--- src/rtl/s2p_pkg.sv ---
// s2p_pkg: FSM states and word sizing for s2p_frame; S2P_PARITY_EN adds a trailing even-parity bit per word
package s2p_pkg;
  typedef enum logic {HUNT, SHIFT} state_t;
  function automatic int wlen(input int bits);
`ifdef S2P_PARITY_EN
    return bits + 1;
`else
    return bits;
`endif
  endfunction
  function automatic int cnt_w(input int n);
    return n > 2 ? $clog2(n) : 1;
  endfunction
endpackage

--- src/rtl/s2p_lane.sv ---
// s2p_lane: one lane's word shift register and running parity accumulator (parity reported only with S2P_PARITY_EN)
module s2p_lane #(
  parameter int BIT       = 10,
  parameter int MSB_FIRST = 1
) (
  input  logic           clk,
  input  logic           rst_n,
  input  logic           d,
  input  logic           en,
  input  logic           first,
  input  logic           data_en,
  output logic [BIT-1:0] word,
  output logic           err
);
  logic [BIT-1:0] sr_q, sr_d;
  logic           par_q, par_d;
  always_comb begin
    sr_d  = !data_en ? sr_q : MSB_FIRST != 0 ? {sr_q[BIT-2:0], d} : {d, sr_q[BIT-1:1]};
    par_d = !en ? par_q : first ? d : par_q ^ d;
  end
  always_ff @(posedge clk or negedge rst_n) begin
    if (!rst_n) begin
      sr_q  <= '0;
      par_q <= 1'b0;
    end else begin
      sr_q  <= sr_d;
      par_q <= par_d;
    end
  end
  assign word = sr_q;
`ifdef S2P_PARITY_EN
  assign err = par_q;
`else
  assign err = 1'b0;
`endif
endmodule

--- src/rtl/s2p_frame.sv ---
// s2p_frame: multi-lane serial-to-parallel deserialiser with sof alignment and one-entry valid/ready output; S2P_PARITY_EN enables per-lane parity
module s2p_frame
  import s2p_pkg::*;
#(
  parameter int BIT       = 10,
  parameter int LANES     = 1,
  parameter int MSB_FIRST = 1
) (
  input  logic                 clk,
  input  logic                 rst_n,
  input  logic [LANES-1:0]     dext,
  input  logic                 den,
  input  logic                 sof,
  output logic [LANES*BIT-1:0] dout,
  output logic                 dout_valid,
  input  logic                 dout_ready,
  output logic                 overflow,
  output logic [LANES-1:0]     parity_err
);
  localparam int WLEN = wlen(BIT);
  localparam int CW = cnt_w(WLEN);
  localparam logic [CW-1:0] LAST = CW'(WLEN - 1);
  state_t               state_q, state_d;
  logic [CW-1:0]        cnt_q, cnt_d, pos;
  logic                 done_q, done_d, valid_q, valid_d, ovf_q, ovf_d;
  logic                 active, first, data_en, load;
  logic [LANES*BIT-1:0] word, dout_q, dout_d;
  logic [LANES-1:0]     err, perr_q, perr_d;
  // sof with den restarts the word at bit 0 regardless of the current count
  always_comb begin
    active  = den && (sof || state_q == SHIFT);
    pos     = sof ? '0 : cnt_q;
    first   = pos == '0;
    data_en = active && int'(pos) < BIT;
    done_d  = active && pos == LAST;
    cnt_d   = !active ? cnt_q : done_d ? '0 : pos + 1'b1;
    state_d = den && sof ? SHIFT : state_q;
    load    = done_q && (!valid_q || dout_ready);
    valid_d = load || (valid_q && !dout_ready);
    ovf_d   = done_q && !load;
    dout_d  = load ? word : dout_q;
    perr_d  = load ? err : perr_q;
  end
  always_ff @(posedge clk or negedge rst_n) begin
    if (!rst_n) begin
      state_q <= HUNT;
      cnt_q   <= '0;
      done_q  <= 1'b0;
      valid_q <= 1'b0;
      ovf_q   <= 1'b0;
      dout_q  <= '0;
      perr_q  <= '0;
    end else begin
      state_q <= state_d;
      cnt_q   <= cnt_d;
      done_q  <= done_d;
      valid_q <= valid_d;
      ovf_q   <= ovf_d;
      dout_q  <= dout_d;
      perr_q  <= perr_d;
    end
  end
  for (genvar k = 0; k < LANES; k++) begin : g_lane
    s2p_lane #(.BIT(BIT), .MSB_FIRST(MSB_FIRST)) u_lane (
      .clk    (clk),
      .rst_n  (rst_n),
      .d      (dext[k]),
      .en     (active),
      .first  (first),
      .data_en(data_en),
      .word   (word[k*BIT +: BIT]),
      .err    (err[k])
    );
  end
  assign dout       = dout_q;
  assign dout_valid = valid_q;
  assign overflow   = ovf_q;
  assign parity_err = perr_q;
endmodule
--- config.mk ---
export PLATFORM = sky130hd
export DESIGN_NAME = s2p_frame
export DESIGN_NICKNAME = d
export VERILOG_FILES = /design/src/rtl/s2p_pkg.sv /design/src/rtl/s2p_lane.sv /design/src/rtl/s2p_frame.sv
export SDC_FILE = /design/constraint.sdc
export NUM_CORES = 1
export LEC_CHECK = 0
export ABC_AREA = 1
export BUFFER_PORTS_ARGS = -buffer_cell sky130_fd_sc_hd__buf_4
export CORE_MARGIN = 4
export CORE_UTILIZATION = 58
export CTS_CLUSTER_DIAMETER = 120
export DETAILED_ROUTE_END_ITERATION = 12
export PLACE_DENSITY = 0.82
export SLEW_MARGIN = 30
export SYNTH_ARGS = -nofsm -noshare
export SYNTH_HDL_FRONTEND = slang
export SYNTH_HIERARCHICAL = 1
export SYNTH_SLANG_ARGS = --single-unit
--- constraint.sdc ---
create_clock -name clk -period 3.5 [get_ports clk]
set_clock_uncertainty 0.2 [all_clocks]
set_input_delay 0.175 -clock clk [delete_from_list [all_inputs] [get_ports clk]]
set_output_delay 0.175 -clock clk [all_outputs]
set_load 0.03 [all_outputs]
Word level (Yosys, flattened, before mapping) --
Cells that the tools add are included.
Storage, ports and cells: flip-flop bits (word level) 28, output and inout port bits 13, word-level logic and storage cells 25, input bits 6
Operators by class: equal/unequal tests 1, magnitude comparators 1, reductions and logical operators 13, add/sub/neg operators 1, multiplexer cells 2
Operators by type and width (count):
- 4-bit two-way mux | 2
- 1-bit logical AND | 7
- 4-bit by 1-bit adder with 4-bit output (second input constant) | 1
- 4-bit == test (second input constant) | 1
- 4-bit less-than comparator (second input constant) | 1
- 1-bit zero test | 3
- 1-bit logical OR | 3

Longest topological paths before layout --
depth after elaboration 5, gate-level depth with buffers 9, gate-level depth less buffers 9

Modules after synthesis --
Netlist, hierarchy kept.
Modules (own cells, without submodules):
- s2p_frame | area an instance 860.8 um^2, sequential area each 475.5 um^2, cells an instance 101, times used 1
- s2p_lane | area an instance 389.1 um^2, sequential area each 250.2 um^2, cells an instance 44, times used 1

Least setup slack after synthesis --
OpenSTA, ideal clock, no wires.
kind reg2reg, start point register state_q, end point register g_lane[0].u_lane.sr_q[8], period minus slack after synthesis 1.333 ns, stages on the path, launching flop included 6, buffers on the path 1, data arrival time 1.017 ns, required time 3.184 ns, setup time 0.116 ns, slack 2.167 ns, cells stage by stage dfrtp_1 > o21ai_2 > nor2_1 > buf_6 > nand2_1 > nand2_1
Between the ends: cells in the longest elaborated chain, start to end 3
Ends and longest elaborated chain:
- start, declared | line s2p_frame.sv:23 | state_t state_q, state_d;
- start signal, assigned | line s2p_frame.sv:54 | state_q <= state_d;
- 1-bit logical OR | line s2p_frame.sv:31 | active = den && (sof || state_q == SHIFT);
- 1-bit logical AND | line s2p_frame.sv:31
- 1-bit logical AND | line s2p_frame.sv:34 | data_en = active && int'(pos) < BIT;
- via data_en | line s2p_frame.sv:26 | logic active, first, data_en, load;
- end signal, assigned | line s2p_lane.sv:26 | sr_q <= sr_d;
- end, declared | line s2p_lane.sv:15 | logic [BIT-1:0] sr_q, sr_d;
The timed path passes the listed nets, and every way through them passes these cells. A chain may end at the register's enable or synchronous reset.

Worst setup path in the final report --
start point input port sof, end point register g_lane[0].u_lane.sr_q[4]
Between the ends: cells in the longest elaborated chain, start to end 3, elaborated cells between the ends (all ways) 5, those cells by class order compare: 1; mux: 1; reduce/logical: 3
Ends and longest elaborated chain:
- start, declared | line s2p_frame.sv:13 | input logic sof,
- 4-bit two-way mux or 1-bit logical OR (tied branches) | line s2p_frame.sv:32, s2p_frame.sv:31
- 4-bit less-than comparator or 1-bit logical AND (tied branches) | line s2p_frame.sv:34, s2p_frame.sv:31
- 1-bit logical AND * | line s2p_frame.sv:34
- via data_en | line s2p_frame.sv:26
Mark *: on every way through the listed nets, which the timed path passes. The rest lies on a longest branch.

==> impl_metrics.ini <==
[clocking]
insertion_delay_ns = 0.32
h-tree-depth = 2
cts_tree = done
cts.path.max_buffers = 2
cts.sinks = 29
root_buffer = clkbuf_4
cts.clk_slew.worst_paths_ns = 0.09
cts_made_buffers = 5
cts_setup_buffers = 0

[routing]
drc = 0
routed_wl_mm = 2.09
post_drt_via_cell_ratio = 4.85
drt_iter0_drc = 17
num_vias = 946
wire_per_inst_um = 10.7
dr.pass1.iters = 4
ant_nets = 0

[timing]
setup_viol = 0
hold_slack_ns = 0.0876
rsz0062_at_grt = false
fin_tns_setup_ns = 0
slew_violations = 0
relSlewSlack_pct = 58.5
finalHoldViolCount = 0
max_slew.worst_pin.slew_ns = 0.619
period_share_pct = 53.3
finalCriticalPeriod_ns = 1.87
fmax_mhz = 536

[cells_and_area]
syn2layout_area_growth_pct = 19.2
drive_above_1_share_pct = 22.0
antennaDiodeCount = 0
nNetsFinal = 174

[die]
die_h_um = 54.1
die_area_um2 = 2920
rows = 16
pin_count = 19
die-width_um = 54.1
start_util_pct = 62.1
coreArea_um2 = 1980

[flow_run]
maxCapViolCount = 0

[outcome]
status = finished, final reports clean

[synth]
synth.avg_cell_area_um2 = 8.66
netlist_area_um2 = 1230
synthCells = 142
syn_nets = 149
yosys_warnings = 6

[critical_path]
setup.worst_path.start = sof
rr_worst_depth = 6
critPathKind = input port to flop
cp_max_fo = 11
required_ns = 3.52
startpoint_type = input port
r2r_start = cnt_q[1]$_DFFE_PN0P_
critPathCaptureType = flop
cp_data_arrival_time_ns = 1.89

[power]
sw_frac_of_total_pct = 28.1
leakage_uw = 0.000829
power_density_nw_per_um2 = 447
switchingPower_uw = 184
p_seq_share_pct = 59.5
p_int_uw = 471
p_clk_share_pct = 28.7
power_frac_comb_pct = 11.8
ir_worst_vdd_uv = 320

[global_routing]
overflow = 0
grtUsageTotal_pct = 18.0
grt_pass1_vias = 877
grt_max_degree = 30
grt_pass1_wl_mm = 3.61
antenna_found_initial = 0

[placed_design]
gp_congestion = 0.877
dp_hpwl_mm = 1.54
numPortBuffers = 18

[hold_path]
min_path_type = input port to asynchronous set/reset pin
## final cells by class
class	count	area, um2
Multi-Input combinational cell	99	437
Clock buffer	6	41.3
Clock inverter	2	10.0
Tap cell	27	33.8
Sequential cell	29	726
Fill cell	146	515
Timing Repair Buffer	23	185
Inverter	9	33.8
## worst max-delay path, cell delays in order
cell	delay, ns
dlygate4sd3_1	0.52
buf_4	0.13
inv_2	0.07
nand2_1	0.09
a21oi_1	0.07
nor2_1	0.48
inv_2	0.19
nand2_1	0.11
nand2_1	0.05
## metal layers
layer	global-route usage [%]	vias up	share of wire, %
met4	8.71	0	1.9
met5	0	-	0
met3	7.48	5	7.0
met2	28.8	23	44
li1	-	487	-
met1	20.9	431	47
## final timing paths
path / endpoint / slack (ns)
min in group clk: overflow$_DFF_PN0_ / 0.17
worst max-delay path: g_lane[0].u_lane/word[4]$_DFFE_PN0P_ / 1.63
worst min-delay path: done_q$_DFF_PN0_ / 0.09
worst max register to register: g_lane[0].u_lane/word[4]$_DFFE_PN0P_ / 1.77
worst min register to register: dout[4]$_DFFE_PN0P_ / 0.28
max in group asynchronous: dout[4]$_DFFE_PN0P_ / 2.75
## cell usage in the layout, fill, tap and decap left out, drive strengths merged
master,n
nand2,70
dfrtp,29
buf,18
nand3,14
inv,9
nor2,7
clkbuf,6
dlygate4sd3,5
o21ai,3
clkinv,2
a21oi,1
nand4,1
a21o,1
ha,1
conb,1
## repair_timing
| item | in CTS | in global routing |
|---|---|---|
| hold buffers | 5 | 0 |
| endpoints found under the hold margin | 32 | 0 |
| resized for setup | 0 | 0 |
## stage by stage
stage | instance area (um2) | cells | worst slack [ns] | power, uW | util [%]
2_1_floorplan | 1230 | 142 | 2.17 | 441 | -
3_3_place_gp | 1370 | 182 | 1.84 | 467 | 68.9
3_5_place_dp | 1370 | 182 | 1.80 | 471 | 68.9
4_1_cts | 1470 | 195 | 1.66 | 662 | 74.0
5_1_grt | 1470 | 195 | 1.46 | 687 | 74.0
6_report | 1470 | 195 | 1.63 | 655 | 74.0
## state kept, by name, indices dropped and copies added (netlist names)
register,flops
dout_valid,1
parity_err,1
g_lane.u_lane/word,10
dout,10
cnt_q,4
done_q,1
state_q,1
overflow,1
## power by group through the flow
stage                     registers (uW)  clock network, uW  logic, uW
after floorplan                      397                  0       43.9
after global placement               394                  0       72.8
after detailed placement             395                  0       75.5
after CTS                            389                195       78.9
after global routing                 394                205       88.3
final                                389                188       77.5
Note: power is estimated with default switching activity, not from simulation.
